### src/rtl/issue_dispatch_unit_if.sv
// Fetch, ROB, reservation-station and commit signals of the issue stage.
// The slave view belongs to the issue stage and the master view to its environment.
interface issue_dispatch_unit_if #(
    parameter int ROB_TAG_W = 3,
    parameter int IQ_DEPTH  = 4
);
    localparam int SRC_W = (ROB_TAG_W > 4) ? ROB_TAG_W : 4;
    localparam int CNT_W = $clog2(IQ_DEPTH) + 1;

    logic                 flush;
    logic                 inst_valid;
    logic                 inst_ready;
    logic [15:0]          inst_data;
    logic                 rob_ready;
    logic [ROB_TAG_W-1:0] rob_tail;
    logic                 rob_alloc;
    logic [3:0]           rob_op;
    logic [3:0]           rob_rd;
    logic [1:0]           rs_ready;
    logic [1:0]           rs_dispatch;
    logic [3:0]           rs_op;
    logic [ROB_TAG_W-1:0] rs_dest_tag;
    logic                 rs_src1_is_reg;
    logic [SRC_W-1:0]     rs_src1;
    logic                 rs_src2_is_reg;
    logic [SRC_W-1:0]     rs_src2;
    logic                 commit_valid;
    logic [3:0]           commit_rd;
    logic [ROB_TAG_W-1:0] commit_tag;
    logic                 bad_op;
    logic [CNT_W-1:0]     iq_count;

    modport slave (
        input  flush, inst_valid, inst_data,
        input  rob_ready, rob_tail, rs_ready,
        input  commit_valid, commit_rd, commit_tag,
        output inst_ready, rob_alloc, rob_op, rob_rd,
        output rs_dispatch, rs_op, rs_dest_tag,
        output rs_src1_is_reg, rs_src1,
        output rs_src2_is_reg, rs_src2,
        output bad_op, iq_count
    );

    modport master (
        output flush, inst_valid, inst_data,
        output rob_ready, rob_tail, rs_ready,
        output commit_valid, commit_rd, commit_tag,
        input  inst_ready, rob_alloc, rob_op, rob_rd,
        input  rs_dispatch, rs_op, rs_dest_tag,
        input  rs_src1_is_reg, rs_src1,
        input  rs_src2_is_reg, rs_src2,
        input  bad_op, iq_count
    );
endinterface

### src/rtl/issue_dispatch_unit.sv
// In-order issue stage: instruction queue, rename table and single-issue
// dispatch to the add/sub or mul/div reservation stations.
module issue_dispatch_unit #(
    parameter int IQ_DEPTH  = 4,
    parameter int ROB_TAG_W = 3,
    parameter int NUM_REGS  = 16
) (
    input logic                 clk,
    input logic                 rst_n,
    issue_dispatch_unit_if.slave bus
);
    localparam int PTR_W = $clog2(IQ_DEPTH);
    localparam int CNT_W = PTR_W + 1;
    localparam int SRC_W = (ROB_TAG_W > 4) ? ROB_TAG_W : 4;
    localparam logic [CNT_W-1:0] IQ_FULL = CNT_W'(IQ_DEPTH);

    logic [15:0]          iq_q [IQ_DEPTH];
    logic [15:0]          iq_d [IQ_DEPTH];
    logic [PTR_W-1:0]     head_q, head_d;
    logic [PTR_W-1:0]     tail_q, tail_d;
    logic [CNT_W-1:0]     count_q, count_d;
    logic [NUM_REGS-1:0]  reg_valid_q, reg_valid_d;
    logic [ROB_TAG_W-1:0] reg_tag_q [NUM_REGS];
    logic [ROB_TAG_W-1:0] reg_tag_d [NUM_REGS];

    logic [15:0] head_inst;
    logic [3:0]  op, rd, rs1, rs2;
    logic        nonempty, op_ok, cls;
    logic        fire, bad, pop, push, iq_ready;
    logic        s1_rdy, s2_rdy;

    always_comb begin
        head_inst = iq_q[head_q];
        op        = head_inst[15:12];
        rd        = head_inst[11:8];
        rs1       = head_inst[7:4];
        rs2       = head_inst[3:0];
        nonempty  = (count_q != '0);
        op_ok     = (op[3:2] == 2'b00);
        cls       = op[1];
        iq_ready  = !bus.flush && (count_q < IQ_FULL);
        push      = bus.inst_valid && iq_ready;
        fire      = nonempty && !bus.flush && op_ok
                    && bus.rob_ready && bus.rs_ready[cls];
        bad       = nonempty && !bus.flush && !op_ok;
        pop       = fire || bad;
    end

    // A retiring tag is forwarded so the source need not wait a cycle.
    always_comb begin
        s1_rdy = reg_valid_q[rs1]
                 || (bus.commit_valid && reg_tag_q[rs1] == bus.commit_tag);
        s2_rdy = reg_valid_q[rs2]
                 || (bus.commit_valid && reg_tag_q[rs2] == bus.commit_tag);
    end

    always_comb begin
        bus.inst_ready     = iq_ready;
        bus.rob_alloc      = fire;
        bus.rob_op         = fire ? op : '0;
        bus.rob_rd         = fire ? rd : '0;
        bus.rs_dispatch    = !fire ? 2'b00 : (cls ? 2'b10 : 2'b01);
        bus.rs_op          = fire ? op : '0;
        bus.rs_dest_tag    = fire ? bus.rob_tail : '0;
        bus.rs_src1_is_reg = fire && s1_rdy;
        bus.rs_src2_is_reg = fire && s2_rdy;
        bus.rs_src1        = '0;
        bus.rs_src2        = '0;
        if (fire) begin
            bus.rs_src1 = s1_rdy ? SRC_W'(rs1) : SRC_W'(reg_tag_q[rs1]);
            bus.rs_src2 = s2_rdy ? SRC_W'(rs2) : SRC_W'(reg_tag_q[rs2]);
        end
        bus.bad_op         = bad;
        bus.iq_count       = count_q;
    end

    always_comb begin
        iq_d        = iq_q;
        head_d      = head_q;
        tail_d      = tail_q;
        count_d     = count_q;
        reg_valid_d = reg_valid_q;
        reg_tag_d   = reg_tag_q;
        if (bus.flush) begin
            head_d      = '0;
            tail_d      = '0;
            count_d     = '0;
            reg_valid_d = '1;
        end else begin
            if (push) begin
                iq_d[tail_q] = bus.inst_data;
                tail_d       = tail_q + 1'b1;
            end
            if (pop) begin
                head_d = head_q + 1'b1;
            end
            count_d = count_q + CNT_W'(push) - CNT_W'(pop);
            if (bus.commit_valid
                && reg_tag_q[bus.commit_rd] == bus.commit_tag) begin
                reg_valid_d[bus.commit_rd] = 1'b1;
            end
            // Rename after commit so a same-edge rename of rd wins.
            if (fire) begin
                reg_valid_d[rd] = 1'b0;
                reg_tag_d[rd]   = bus.rob_tail;
            end
        end
    end

    always_ff @(posedge clk or negedge rst_n) begin
        if (!rst_n) begin
            for (int i = 0; i < IQ_DEPTH; i++) begin
                iq_q[i] <= '0;
            end
            for (int i = 0; i < NUM_REGS; i++) begin
                reg_tag_q[i] <= '0;
            end
            head_q      <= '0;
            tail_q      <= '0;
            count_q     <= '0;
            reg_valid_q <= '1;
        end else begin
            iq_q        <= iq_d;
            reg_tag_q   <= reg_tag_d;
            head_q      <= head_d;
            tail_q      <= tail_d;
            count_q     <= count_d;
            reg_valid_q <= reg_valid_d;
        end
    end
endmodule

### src/flat_wrapper.sv
// flat-port wrapper written by rule: the top's interface ports become plain ports
module issue_dispatch_unit_flat 
#(
    parameter int IQ_DEPTH  = 4,
    parameter int ROB_TAG_W = 3,
    parameter int NUM_REGS  = 16
)
  (clk, rst_n, bus_flush, bus_inst_valid, bus_inst_data, bus_rob_ready, bus_rob_tail, bus_rs_ready, bus_commit_valid, bus_commit_rd, bus_commit_tag, bus_inst_ready, bus_rob_alloc, bus_rob_op, bus_rob_rd, bus_rs_dispatch, bus_rs_op, bus_rs_dest_tag, bus_rs_src1_is_reg, bus_rs_src1, bus_rs_src2_is_reg, bus_rs_src2, bus_bad_op, bus_iq_count);
  issue_dispatch_unit_if #(.ROB_TAG_W(ROB_TAG_W), .IQ_DEPTH(IQ_DEPTH)) bus_i ();
  input logic clk;
  input logic rst_n;
  input wire logic [$bits(bus_i.flush)-1:0] bus_flush;
  input wire logic [$bits(bus_i.inst_valid)-1:0] bus_inst_valid;
  input wire logic [$bits(bus_i.inst_data)-1:0] bus_inst_data;
  input wire logic [$bits(bus_i.rob_ready)-1:0] bus_rob_ready;
  input wire logic [$bits(bus_i.rob_tail)-1:0] bus_rob_tail;
  input wire logic [$bits(bus_i.rs_ready)-1:0] bus_rs_ready;
  input wire logic [$bits(bus_i.commit_valid)-1:0] bus_commit_valid;
  input wire logic [$bits(bus_i.commit_rd)-1:0] bus_commit_rd;
  input wire logic [$bits(bus_i.commit_tag)-1:0] bus_commit_tag;
  output wire logic [$bits(bus_i.inst_ready)-1:0] bus_inst_ready;
  output wire logic [$bits(bus_i.rob_alloc)-1:0] bus_rob_alloc;
  output wire logic [$bits(bus_i.rob_op)-1:0] bus_rob_op;
  output wire logic [$bits(bus_i.rob_rd)-1:0] bus_rob_rd;
  output wire logic [$bits(bus_i.rs_dispatch)-1:0] bus_rs_dispatch;
  output wire logic [$bits(bus_i.rs_op)-1:0] bus_rs_op;
  output wire logic [$bits(bus_i.rs_dest_tag)-1:0] bus_rs_dest_tag;
  output wire logic [$bits(bus_i.rs_src1_is_reg)-1:0] bus_rs_src1_is_reg;
  output wire logic [$bits(bus_i.rs_src1)-1:0] bus_rs_src1;
  output wire logic [$bits(bus_i.rs_src2_is_reg)-1:0] bus_rs_src2_is_reg;
  output wire logic [$bits(bus_i.rs_src2)-1:0] bus_rs_src2;
  output wire logic [$bits(bus_i.bad_op)-1:0] bus_bad_op;
  output wire logic [$bits(bus_i.iq_count)-1:0] bus_iq_count;
  assign bus_i.flush = bus_flush;
  assign bus_i.inst_valid = bus_inst_valid;
  assign bus_i.inst_data = bus_inst_data;
  assign bus_i.rob_ready = bus_rob_ready;
  assign bus_i.rob_tail = bus_rob_tail;
  assign bus_i.rs_ready = bus_rs_ready;
  assign bus_i.commit_valid = bus_commit_valid;
  assign bus_i.commit_rd = bus_commit_rd;
  assign bus_i.commit_tag = bus_commit_tag;
  assign bus_inst_ready = bus_i.inst_ready;
  assign bus_rob_alloc = bus_i.rob_alloc;
  assign bus_rob_op = bus_i.rob_op;
  assign bus_rob_rd = bus_i.rob_rd;
  assign bus_rs_dispatch = bus_i.rs_dispatch;
  assign bus_rs_op = bus_i.rs_op;
  assign bus_rs_dest_tag = bus_i.rs_dest_tag;
  assign bus_rs_src1_is_reg = bus_i.rs_src1_is_reg;
  assign bus_rs_src1 = bus_i.rs_src1;
  assign bus_rs_src2_is_reg = bus_i.rs_src2_is_reg;
  assign bus_rs_src2 = bus_i.rs_src2;
  assign bus_bad_op = bus_i.bad_op;
  assign bus_iq_count = bus_i.iq_count;
  issue_dispatch_unit #(.IQ_DEPTH(IQ_DEPTH), .ROB_TAG_W(ROB_TAG_W), .NUM_REGS(NUM_REGS)) u_core (.clk(clk), .rst_n(rst_n), .bus(bus_i));
endmodule
### config.mk
export PLATFORM = sky130hd
export DESIGN_NAME = issue_dispatch_unit_flat
export DESIGN_NICKNAME = d
export VERILOG_FILES = /design/src/rtl/issue_dispatch_unit_if.sv /design/src/rtl/issue_dispatch_unit.sv /design/src/flat_wrapper.sv
export SDC_FILE = /design/constraint.sdc
export NUM_CORES = 1
export LEC_CHECK = 0
export CAP_MARGIN = 30
export CORE_MARGIN = 5
export CORE_UTILIZATION = 40
export CTS_BUF_LIST = sky130_fd_sc_hd__clkbuf_8
export CTS_CLUSTER_SIZE = 8
export DETAILED_ROUTE_END_ITERATION = 12
export DONT_BUFFER_PORTS = 1
export PLACE_DENSITY = 0.52
export SLEW_MARGIN = 20
export SYNTH_ARGS = -nofsm -noshare
export SYNTH_HDL_FRONTEND = slang
export SYNTH_SLANG_ARGS = --single-unit
### constraint.sdc
create_clock -name clk -period 4.1 [get_ports clk]
set_input_delay 0.82 -clock clk [delete_from_list [all_inputs] [get_ports clk]]
set_output_delay 0.82 -clock clk [all_outputs]
set_load 0.1 [all_outputs]
==> impl_metrics.env <==
export IMPL_min_period_over_period_pct=110
export IMPL_synth_area_um2=8050
export IMPL_crit_buf_inv=3
export IMPL_required_ps=3280
export IMPL_area_growth_syn_to_layout_pct=18.8
export IMPL_worstMarginPinSlew_ps=982
export IMPL_final_hold_viol_count=0
export IMPL_yosysTopAreaCell="dfrtp_1"
export IMPL_ys_top_cells_by_area="dfrtp_1 37%, mux2_2 17%, mux2i_1 9.1%"
export IMPL_synth_avg_cell_area_um2=11.8
export IMPL_nets=756
export IMPL_path_max_fanout=6
export IMPL_leakagePower_nw=4.11
export IMPL_drive_above_1_share_pct=40.9
export IMPL_status="finished with violations"
export IMPL_relSlewSlack_pct=34.6
export IMPL_r2r_start="u_core.head_q[0]"
export IMPL_grt_pass1_vias=6062
export IMPL_vdd_ir_drop_max_uv=340
export IMPL_cp_top_family="compound AO/OA/AOI/OAI gates"
export IMPL_h_tree_depth=4
export IMPL_place_congestion=0.915
export IMPL_row_count=52
export IMPL_ios=67
export IMPL_cp_cell_sequence="buf_4 > mux4_2 > buf_4 > and2_1 > a22oi_1 > a21oi_1 > o31ai_1 > o31a_1 > nor3_2 > a311oi_4 > buf_12"
export IMPL_die_w_um=152
export IMPL_async_flop_share_pct=100
export IMPL_synth_seq_cells=135
export IMPL_finalClockSkew_ps=12.4
export IMPL_drt_pass1_iterations=5
export IMPL_cts_sinks=135
export IMPL_setup_violations=10
export IMPL_cts_buffers_inserted=17
export IMPL_cts_tree="yes"
export IMPL_routedWlPerCell_um=22.8
export IMPL_seqPwrFrac_pct=28.4
export IMPL_switchingPower_mw=3.00
export IMPL_fmax_mhz=221
export IMPL_grt_ovfl_total=0
export IMPL_rsz0062_at_grt="true"
export IMPL_layout_setup_ws_ps=-417
export IMPL_hold_buffers=0
export IMPL_ant_nets=0
export IMPL_via_per_inst=5.70
export IMPL_cp_end_kind="output port"
export IMPL_cp_common_cell="buf_4"
export IMPL_synth_edf_count=0
export IMPL_powerDensity_nw_per_um2=754
export IMPL_drv_slew=0
export IMPL_grt_usage_pct=20.1
export IMPL_setup_tns_ps=-3480
export IMPL_violations="negative setup slack"
export IMPL_critical_path_max_stage_delay_ps=580
export IMPL_vias=5691
export IMPL_portBuffers=0
export IMPL_synthTopCellsByCount="120 x mux2_2, 119 x dfrtp_1, 73 x mux2i_1"
export IMPL_dp_hpwl_mm=16.7
export IMPL_antenna_found_initial=1
export IMPL_critical_path_class="reg -> out"
export IMPL_start_util_pct=40.2
export IMPL_route_detailed_drc=0
export IMPL_clock_root_buffer="clkbuf_8"
export IMPL_path_clk_slew_ps=80
export IMPL_crit_start="u_core.head_q[0]"
export IMPL_hold_path_class="in -> async"
export IMPL_synth_top_area_share_pct=37.0
export IMPL_p_int_mw=4.21
export IMPL_synth_cell_types=58
export IMPL_netlist_instances=681
export IMPL_clockBufferDepth=2
export IMPL_synth_most_common_cell="mux2_2"
export IMPL_p_comb_share_pct=54.8
export IMPL_routed_wl_mm=22.8
export IMPL_min_period_ps=4520
export IMPL_drtIter0Drc=419
export IMPL_cap_violations=0
export IMPL_grt_max_degree=136
export IMPL_die_h_um=152
export IMPL_synth_ff_type="dfrtp_1"
export IMPL_cp_start_kind="flop"
export IMPL_postCtsSetupRepairBufs=0
export IMPL_die_area_um2=23100
export IMPL_swShare_pct=41.6
export IMPL_clk_latency_ps=450
export IMPL_grt_pass1_wl_mm=36.2
export IMPL_clkPwrFrac_pct=16.8
export IMPL_place_ws_ps=-19.4
export IMPL_arrival_ps=3700
export IMPL_core_area_um2=20000
export IMPL_yosysWarnings=0
export IMPL_ys_seq_area_share_pct=42.2
export IMPL_slowest_stage="mux4_2"
[per-layer routing]
| metal | vias to the layer above | GRT usage [%] | wire, µm |
|---|---|---|---|
| li1 | 2592 | - | - |
| met1 | 2942 | 25.2 | 9820 |
| met2 | 131 | 34.0 | 11500 |
| met3 | 26 | 4.72 | 1010 |
| met4 | 0 | 6.93 | 456 |
| met5 | - | 0 | 0 |
[flip-flops by register name, indices dropped and copies added, names as in the netlist]
name	count
u_core.bus.iq_count	3
u_core.head_q	2
u_core.iq_q	64
u_core.reg_tag_q	48
u_core.reg_valid_q	16
u_core.tail_q	2
[cell families after synthesis]
| group | synth area share, % |
|---|---|
| simple gates | 10.4 |
| buf+inv | 3.60 |
| fa+ha+maj | 1.18 |
| other cells | 0.0466 |
| mux | 34.1 |
| xor+xnor | 0.870 |
| compound gates | 7.60 |
| flops | 42.2 |
[per-stage QoR]
stage	hold slack (ps)	std cells	cell area (µm²)	power, mW	util, %
6_report	72.4	999	9570	7.22	47.8
5_1_grt	35.2	999	9570	7.62	47.8
2_1_floorplan	475	684	8250	4.85	-
3_3_place_gp	484	965	9040	5.78	45.1
4_1_cts	41.2	998	9560	7.21	47.7
3_5_place_dp	493	965	9040	5.88	45.1
[path summary, 6_finish.rpt]
check                                         end  cells past startpoint  slack [ps]
setup / recovery                   bus_rs_src2[2]                     11        -420
hold / removal                     u_core.iq_q[1]                      0          70
setup reg to reg           u_core.bus.iq_count[2]                     14         610
hold reg to reg                   u_core.iq_q[56]                      1         510
max in group asynchronous   u_core.reg_valid_q[0]                      0        3780
min in group clk                 u_core.head_q[1]                      1         430
[layout by cell type (no fill, tap or decap), drive strengths merged, types with 2 or more instances in the layout]
master / n
mux2: 121
dfrtp: 119
mux2i: 73
buf: 59
nor2: 53
mux4: 30
nand2: 24
clkbuf: 19
and2: 18
dfstp: 16
nor3: 16
a21oi: 15
inv: 12
a22oi: 12
nor2b: 11
o31a: 10
and3: 10
nand3: 8
o22ai: 8
o31ai: 7
o21ai: 7
xnor2: 6
ha: 6
nand2b: 6
or2: 6
clkinv: 6
a211oi: 5
a22o: 4
o21a: 4
conb: 4
bufinv: 4
nor4: 4
a311oi: 4
or3: 2
or4: 2
xor2: 2
[layout make-up]
type	count	area, µm²
timing repair buffer	59	726
inverter	10	37.5
multi-input combinational	492	4630
clock inverter	13	178
fill	1837	10500
antenna	1	2.50
clock buffer	19	262
sequential	135	3400
tap	270	338
[repair_timing]
| action | in CTS | in global routing |
|---|---|---|
| cloned | 1 | 0 |
| pin swaps | 0 | 0 |
| endpoints found under the setup margin | 10 | 10 |
| resized for setup | 15 | 2 |
[power by group through the flow]
stage | Clock, mW | Sequential [mW] | Combinational (mW)
floorplan | 0 | 2.00 | 2.85
global placement | 0 | 2.01 | 3.77
detailed placement | 0 | 2.04 | 3.84
CTS | 1.24 | 2.04 | 3.92
global route | 1.30 | 2.10 | 4.22
finish | 1.21 | 2.05 | 3.96
Note: power is estimated with default switching activity, not from simulation.
